<file path="src/rtl/unified_mem_arbiter.sv">
// unified_mem_arbiter
//   Shares one single-ported memory between the fetch port (i_*) and the
//   memory-stage data port (d_*). One transaction is outstanding at a time.
//   Data wins ties until it has been granted MAX_STREAK times in a row while
//   fetch was waiting; then fetch gets the next grant.
//
//   state  | meaning
//   -------+------------------------------------------------------------
//   IDLE   | no transaction; arbitrate between i_req and d_req
//   BUSY_I | fetch transaction on mem_*, waiting for mem_ack
//   BUSY_D | data transaction on mem_*, waiting for mem_ack
//
// Ports
//   clk, reset            clock, asynchronous active-low reset
//   i_req/i_addr          fetch request and address (held until i_done)
//   i_done/i_rdata        fetch completion and instruction
//   d_req/d_we/d_type     data request, store flag, access type
//   d_addr/d_wdata        data address and store data
//   d_done/d_rdata        data completion and load data
//   mem_req..mem_wdata    registered memory request (held until mem_ack)
//   mem_ack/mem_rdata     memory completion and read data
//   stall_f/stall_m       fetch / memory-stage stalls for the hazard unit
//   conflicts             saturating count of IDLE cycles with both requests

module unified_mem_arbiter #(
  parameter int unsigned XLEN       = 64,
  parameter int unsigned ILEN       = 32,
  parameter int unsigned MTW        = 3,
  parameter int unsigned MAX_STREAK = 4,
  parameter int unsigned CNTW       = 32
) (
  input  logic            clk,
  input  logic            reset,
  input  logic            i_req,
  input  logic [XLEN-1:0] i_addr,
  output logic            i_done,
  output logic [ILEN-1:0] i_rdata,
  input  logic            d_req,
  input  logic            d_we,
  input  logic [MTW-1:0]  d_type,
  input  logic [XLEN-1:0] d_addr,
  input  logic [XLEN-1:0] d_wdata,
  output logic            d_done,
  output logic [XLEN-1:0] d_rdata,
  output logic            mem_req,
  output logic            mem_we,
  output logic [MTW-1:0]  mem_type,
  output logic [XLEN-1:0] mem_addr,
  output logic [XLEN-1:0] mem_wdata,
  input  logic            mem_ack,
  input  logic [XLEN-1:0] mem_rdata,
  output logic            stall_f,
  output logic            stall_m,
  output logic [CNTW-1:0] conflicts
);

  // Fetches are always word-unsigned (funct3-style encoding 3'b110).
  localparam logic [MTW-1:0]  TYPE_WORDU = MTW'(3'b110);
  localparam logic [3:0]      STREAK_MAX = 4'(MAX_STREAK);
  localparam logic [CNTW-1:0] CONF_MAX   = '1;

  typedef enum logic [1:0] {
    IDLE   = 2'd0,
    BUSY_I = 2'd1,
    BUSY_D = 2'd2
  } state_t;

  state_t     state;
  state_t     state_nxt;
  logic       grant_i;
  logic       grant_d;
  logic [3:0] streak;

  always_ff @(posedge clk or negedge reset) begin
    if (!reset) begin
      state <= IDLE;
    end else begin
      state <= state_nxt;
    end
  end

  // A pending fetch only beats a pending data access once data has used up
  // its streak allowance.
  always_comb begin
    state_nxt = state;
    grant_i   = 1'b0;
    grant_d   = 1'b0;
    case (state)
      IDLE: begin
        if (i_req && (!d_req || streak == STREAK_MAX)) begin
          grant_i   = 1'b1;
          state_nxt = BUSY_I;
        end else if (d_req) begin
          grant_d   = 1'b1;
          state_nxt = BUSY_D;
        end
      end
      BUSY_I, BUSY_D: begin
        if (mem_ack) begin
          state_nxt = IDLE;
        end
      end
      default: state_nxt = IDLE;
    endcase
  end

  // mem_* are loaded only on a grant, so they stay frozen for the whole
  // transaction whatever the requesters do.
  always_ff @(posedge clk or negedge reset) begin
    if (!reset) begin
      mem_req   <= 1'b0;
      mem_we    <= 1'b0;
      mem_type  <= '0;
      mem_addr  <= '0;
      mem_wdata <= '0;
    end else if (grant_i) begin
      mem_req   <= 1'b1;
      mem_we    <= 1'b0;
      mem_type  <= TYPE_WORDU;
      mem_addr  <= i_addr;
      mem_wdata <= '0;
    end else if (grant_d) begin
      mem_req   <= 1'b1;
      mem_we    <= d_we;
      mem_type  <= d_type;
      mem_addr  <= d_addr;
      mem_wdata <= d_wdata;
    end else if (state != IDLE && mem_ack) begin
      mem_req   <= 1'b0;
    end
  end

  always_ff @(posedge clk or negedge reset) begin
    if (!reset) begin
      streak <= '0;
    end else if (grant_d) begin
      if (!i_req) begin
        streak <= '0;
      end else if (streak != STREAK_MAX) begin
        streak <= streak + 4'd1;
      end
    end else if (grant_i) begin
      streak <= '0;
    end
  end

  always_ff @(posedge clk or negedge reset) begin
    if (!reset) begin
      conflicts <= '0;
    end else if (state == IDLE && i_req && d_req && conflicts != CONF_MAX) begin
      conflicts <= conflicts + CNTW'(1);
    end
  end

  // Done is gated by the live request so a flushed requester gets no done,
  // while the memory side still completes normally.
  assign i_done  = (state == BUSY_I) & mem_ack & i_req;
  assign d_done  = (state == BUSY_D) & mem_ack & d_req;
  assign i_rdata = mem_rdata[ILEN-1:0];
  assign d_rdata = mem_rdata;
  assign stall_f = i_req & ~i_done;
  assign stall_m = d_req & ~d_done;

endmodule

</file>
<file path="config.mk">
export PLATFORM = sky130hd
export DESIGN_NAME = unified_mem_arbiter
export DESIGN_NICKNAME = d
export VERILOG_FILES = /design/src/rtl/unified_mem_arbiter.sv
export SDC_FILE = /design/constraint.sdc
export NUM_CORES = 1
export LEC_CHECK = 0
export BUFFER_PORTS_ARGS = -buffer_cell sky130_fd_sc_hd__buf_2
export CORE_AREA = 2 2 205 207
export CTS_BUF_LIST = sky130_fd_sc_hd__clkbuf_4 sky130_fd_sc_hd__clkbuf_8
export DETAILED_ROUTE_END_ITERATION = 6
export DIE_AREA = 0 0 207 209
export HOLD_SLACK_MARGIN = 0.1
export SLEW_MARGIN = 20
export SYNTH_ARGS = -nofsm -noshare
export SYNTH_HDL_FRONTEND = slang
export SYNTH_SLANG_ARGS = --single-unit
</file>
<file path="constraint.sdc">
create_clock -name clk -period 3.12 [get_ports clk]
set_clock_uncertainty 0.15 [all_clocks]
set_input_delay 0.468 -clock clk [delete_from_list [all_inputs] [get_ports clk]]
set_output_delay 0.468 -clock clk [all_outputs]
set_load 0.02 [all_outputs]
</file>
==> impl_metrics.py, run 1 <==
metrics = {
    "run_status": {
        "outcome": "finished clean",
    },
    "route": {
        "drc": 0,
        "drtIter0Drc": 474,
        "dr_total_vias": 7714,
        "dr.pass1.iters": 5,
        "finalWirelength_um": 27800,
        "drtAntennaViolNets": 0,
        "via_per_inst": 4.22,
        "wire_per_inst_um": 15.2,
    },
    "clock_network": {
        "cts_tree": "done",
        "cts.path.max_buffers": 2,
        "cts_buffers": 17,
        "clock-sinks": 171,
        "worstSkewPairLatency_ns": 0.54,
        "cts_setup_buffers": 0,
        "clk_pin_slew_worst_paths_ns": 0.10,
        "cts-root-buf": "clkbuf_8",
        "ctsHtreeMaxLevel": 4,
    },
    "timing": {
        "slew_headroom": 0.385,
        "final.setup.tns_ns": 0,
        "fin_hold_ws_ns": 0.198,
        "period_minus_slack_ns": 2.84,
        "rsz0062_at_grt": "no",
        "fin_ws_ns": 0.280,
        "setup_viol": 0,
        "hold_viol_final": 0,
        "period_share": 0.910,
        "maxSlewViolCount": 0,
        "fmaxAchievable_mhz": 352,
        "worst_slew_pin_slew_ns": 0.899,
    },
    "global_route": {
        "grt_pass1_vias": 7743,
        "grt_pass1_wl_um": 42800,
        "grtUsageMet2": 0.206,
        "antenna_found_initial": 2,
        "grt_max_degree": 72,
        "grt_overflow": 0,
        "grt_util_met1": 0.145,
        "busiest_layer": "met2",
        "grt_usage": 0.128,
        "gr-usage-met3": 0.0464,
    },
    "job": {
        "cap_violations": 0,
    },
    "layout": {
        "final_cells": 1826,
        "nNetsFinal": 1543,
        "area_growth_syn_to_layout_pct": 53.0,
        "n_fill_cell": 4214,
        "drive_above_1_share": 0.338,
        "finalInstanceArea_mm2": 0.0123,
    },
    "yosys": {
        "yosysWarningCount": 0,
        "ys.flop_type": "dfrtp_1",
        "synth.top_cells.by_area": "dfrtp_1 (53%), buf_4 (9.0%), a22o_1 (7.3%)",
        "synthDistinctLibCells": 45,
        "syn_nets": 1082,
        "synth_top_cell_by_area": "dfrtp_1",
        "synth_top_area_frac": 0.534,
        "synth-edff-count": 0,
        "async_flop_share": 1.00,
        "synthCells": 811,
        "syn_avg_cell_area_um2": 9.88,
        "seq_area_frac_synth": 0.534,
        "syn_area_mm2": 0.00801,
        "ys_ff_latch": 171,
    },
    "worst_hold_path": {
        "min_from": "i_req",
        "hp-class": "primary input to register",
    },
    "setup_path": {
        "required_ns": 3.45,
        "start_kind": "register",
        "worstSetupPathType": "register to register",
        "cp_max_fo": 64,
        "r2r_start": "streak[0]",
        "cp-startpoint": "streak[0]",
        "arrival_ns": 3.17,
        "reg2reg_setup_slack_ns": 0.28,
        "worstSetupEndpointType": "register",
    },
    "die": {
        "core_area_mm2": 0.0413,
        "die_w_um": 207,
        "dieArea_mm2": 0.0433,
        "rows": 75,
        "die_height_um": 209,
        "ios": 530,
        "start_util": 0.194,
    },
    "place": {
        "dp_hpwl_um": 18900,
        "place_inst": 1593,
        "placed_area_mm2": 0.00985,
        "portBuffers": 369,
        "post-place-ws_ns": 0.632,
        "gp_congestion": 0.799,
    },
    "pwr": {
        "irDropWorstVdd_v": 0.000357,
        "power_density_mw_per_mm2": 807,
        "p_leak_nw": 5.99,
    },
}
-- timing repair --
action | 4_1_cts | 5_1_grt
resized for setup | 0 | 1
hold endpoints to repair | 219 | 0
setup endpoints to repair | 0 | 3
hold buffers | 198 | 0
-- area by class of cell --
cell class | instances | area [um2] | area share
flip-flops and latches | 171 | 4280 | 0.349
inverters | 12 | 45.0 | 0.00368
repair buffers | 585 | 4060 | 0.331
clock buffers | 17 | 234 | 0.0191
clock inverters | 15 | 150 | 0.0123
well taps | 539 | 674 | 0.0550
multi-input cells | 485 | 2810 | 0.229
diodes | 2 | 5.00 | 0.000408
-- sequential cells by signal, summed over array words and instances, names as in the netlist --
register,flops
conflicts,32
mem_addr,64
mem_req,1
mem_type,3
mem_wdata,64
mem_we,1
state,2
streak,4
-- per-layer routing --
layer,vias up,wire [um]
li1,3632,-
met5,-,0
met2,399,13200
met4,0,1240
met3,64,2250
met1,3619,11100
-- where the power goes --
| part | internal [mW] | switching [mW] | total (mW) |
|---|---|---|---|
| clock network | 0.590 | 0.995 | 1.59 |
| logic | 2.09 | 2.62 | 4.71 |
| registers | 3.06 | 0.527 | 3.59 |
| total | 5.74 | 4.14 | 9.89 |
-- Yosys cell counts, types with 3 or more instances --
master	count
inv_1	12
a31oi_1	65
xnor2_1	12
buf_1	4
o21ai_0	10
nand3_1	18
nor2_1	78
xor2_1	14
a22o_1	67
ha_1	6
clkbuf_1	40
a21oi_1	3
and2_1	4
buf_2	3
buf_4	96
nand4_1	11
nand2_1	146
nor3_1	6
dfrtp_1	171
and3_1	13
-- placed cells by master (no fill, tap or decap), drive strengths merged, types with 2 or more instances in the layout --
master,count
a21boi,3
a21oi,3
a22o,67
a31oi,65
and2,4
and3,13
buf,386
clkbuf,18
clkinv,6
dfrtp,171
diode,2
dlygate4sd3,198
ha,6
inv,20
mux2,2
nand2,146
nand3,18
nand3b,2
nand4,12
nor2,80
nor2b,2
nor3,7
nor4,2
o21ai,11
o22a,2
or3,2
xnor2,12
xor2,14
-- worst max-delay path, stage by stage (launching register included) --
cell,delay (ns)
dfrtp_1,0.43
inv_1,0.06
ha_1,0.19
nand3b_1,0.14
nand2_1,0.10
nand2_2,0.12
buf_4,0.57
nand2_1,0.20
a31oi_1,0.20
dlygate4sd3_1,0.55
-- path summary, 6_finish.rpt --
path | endpoint | depth (start not counted)
worst min-delay path | state[0] | 3
worst max register to register | mem_addr[9] | 9
max in group asynchronous | mem_addr[38] | 3
worst min register to register | streak[3] | 1
min in group asynchronous | conflicts[3] | 2
worst max-delay path | mem_addr[9] | 9
-- stage by stage --
stage               power [mW]  utilization
detailed placement        7.48        0.239
finish                    9.89        0.297
global route              10.5        0.297
CTS                       9.93        0.296
floorplan                 6.08            -
global placement          7.43        0.239
-- cell families after synthesis --
family,synth area share
mux,0.00406
simple gates,0.162
xor+xnor,0.0284
compound gates,0.144
buf+inv,0.118
fa+ha+maj,0.00937
flops,0.534
No activity file was read; power rests on OpenSTA's default activity.
==> run 2: changes to the inputs <==
RECOVER_POWER = 50   (was not set)
==> run 2 against run 1 <==
Compared with the run above: first-iteration DRC count fell by 16%; routed wire length barely moved; count of clock-buffer cells in the layout did not move; via count rose by 0.31%; register-to-register slack barely moved; cell area fell by 0.72%; the run now ends with max-capacitance violations, max-slew violations left; hold slack got worse by 0.017 ns; sequential power barely moved; core utilization fell by 0.22 points; largest cell class unchanged; global-route usage did not move; sequential share of layout area rose by 0.25 points; die area did not move.
==> impl_metrics.py, run 2 (synthesis results as in run 1) <==
metrics = {
    "layout": {
        "mostFrequentLayoutCells": "buf_2 (333), dlygate4sd3_1 (198), dfrtp_1 (171)",
        "nNetsFinal": 1543,
        "finalInstanceArea_mm2": 0.0122,
        "drive_above_1_share": 0.310,
        "area_growth_syn_to_layout_pct": 51.9,
        "n_fill_cell": 4249,
        "final_cells": 1826,
        "final_common_cell": "buf_2",
        "largestRegisters": "mem_addr: 64 flops, mem_wdata: 64 flops, conflicts: 32 flops",
    },
    "pwr": {
        "p_switching_mw": 4.14,
        "power_frac_seq": 0.366,
        "power.combinational.fraction": 0.473,
        "irDropWorstVdd_v": 0.000352,
        "netSwitchingFraction": 0.422,
        "p_int_mw": 5.68,
        "power_mw": 9.82,
        "power_density_mw_per_mm2": 807,
        "p_leak_nw": 5.87,
        "clockPowerShare": 0.161,
    },
    "clock_network": {
        "cts_buffers": 17,
        "clk_pin_slew_worst_paths_ns": 0.10,
        "cts.path.max_buffers": 2,
        "cts_tree": "done",
        "cts-root-buf": "clkbuf_8",
        "ctsHtreeMaxLevel": 4,
        "worstSkewPairLatency_ns": 0.54,
        "clock-sinks": 171,
    },
    "job": {
        "cap_violations": 1,
    },
    "timing": {
        "setup_viol": 0,
        "rsz0062_at_grt": "no",
        "period_minus_slack_ns": 2.84,
        "maxSlewViolCount": 19,
        "slew_headroom": -0.0136,
        "hold_viol_final": 0,
        "fmaxAchievable_mhz": 352,
        "worst_slew_pin_slew_ns": 1.51,
        "final.setup.tns_ns": 0,
        "period_share": 0.911,
    },
    "setup_path": {
        "arrival_ns": 3.17,
        "rr_endpoint": "mem_addr[9]",
        "worstSetupEndpointType": "register",
        "required_ns": 3.45,
        "reg2reg_setup_slack_ns": 0.28,
        "cp-startpoint": "streak[0]",
        "cp_max_fo": 64,
        "r2r_start": "streak[0]",
        "worst-r2r-cell-count": 9,
        "start_kind": "register",
        "worstSetupPathType": "register to register",
    },
    "place": {
        "portBuffers": 369,
        "place_inst": 1593,
        "dp_hpwl_um": 18900,
        "gp_congestion": 0.799,
        "placed_area_mm2": 0.00985,
    },
    "run_status": {
        "violations": "max-capacitance violations, max-slew violations",
        "outcome": "finished, violations left",
    },
    "global_route": {
        "antenna_found_initial": 2,
        "grt_overflow": 0,
        "grt_usage": 0.128,
        "grt_pass1_wl_um": 42800,
        "grt_max_degree": 72,
        "grt_pass1_vias": 7743,
    },
    "worst_hold_path": {
        "hp-class": "primary input to register",
        "hold-path-cell-count": 3,
        "min_from": "i_req",
        "min_to": "state[0]",
    },
    "die": {
        "core_area_mm2": 0.0413,
        "rows": 75,
        "die_height_um": 209,
        "start_util": 0.194,
        "dieArea_mm2": 0.0433,
        "ios": 530,
        "die_w_um": 207,
    },
    "route": {
        "dr_total_vias": 7738,
        "dr.pass1.iters": 7,
        "drc": 0,
        "drtAntennaViolNets": 0,
        "drtIter0Drc": 399,
        "finalWirelength_um": 27800,
        "via_per_inst": 4.24,
        "wire_per_inst_um": 15.2,
    },
}
run 2: how the worst max path moves through the flow:
stage	to	slack, ns	cells past startpoint
after floorplan	conflicts[20]	0.90	6
after global placement	mem_wdata[11]	0.71	4
after detailed placement	conflicts[10]	0.63	6
after CTS	mem_addr[26]	0.24	9
after global routing	mem_addr[38]	0.05	3
final	mem_addr[9]	0.28	9
run 2: power by group through the flow:
stage	clock network (mW)	logic [mW]	registers [mW]
finish	1.58	4.64	3.60
global route	1.76	5.01	3.70
CTS	1.69	4.67	3.57
detailed placement	0	3.89	3.59
global placement	0	3.84	3.59
floorplan	0	1.49	4.59
run 2: what timing repair did:
item	4_1_cts	5_1_grt
endpoints found under the hold margin	219	0
endpoints found under the setup margin	0	3
setup buffers	0	0
resized for setup	0	1
hold buffers	198	0
run 2: metrics by stage:
step | hold WS [ns] | util | worst slack, ns
final | 0.181 | 0.295 | 0.278
after global routing | 0.172 | 0.294 | 0.0460
after CTS | 0.124 | 0.296 | 0.236
after detailed placement | 0.311 | 0.239 | 0.632
after global placement | 0.314 | 0.239 | 0.706
after floorplan | 0.0224 | - | 0.896
run 2: worst max-delay path: stages, from the launching register on:
cell and delay [ns]:
dfrtp_1 0.42, inv_1 0.06, ha_1 0.19, nand3b_1 0.13
nand2_1 0.10, nand2_2 0.12, buf_4 0.58, nand2_1 0.20
a31oi_1 0.20, dlygate4sd3_1 0.55
run 2: cell type report:
class                           instances  area, um2  area share
Sequential cell                       171       4280       0.352
Clock inverter                         15        150      0.0123
Inverter                               12       45.0     0.00370
Multi-Input combinational cell        485       2800       0.230
Tap cell                              539        674      0.0554
Clock buffer                           17        234      0.0192
Timing Repair Buffer                  585       3980       0.327
Antenna cell                            2       5.00    0.000411
run 2: layer usage:
metal | global-route usage | up-vias | share of wire
met5 | 0.00556 | - | 0
met4 | 0.0773 | 0 | 0.045
met2 | 0.206 | 384 | 0.48
met3 | 0.0464 | 65 | 0.079
met1 | 0.145 | 3658 | 0.40
li1 | - | 3631 | -
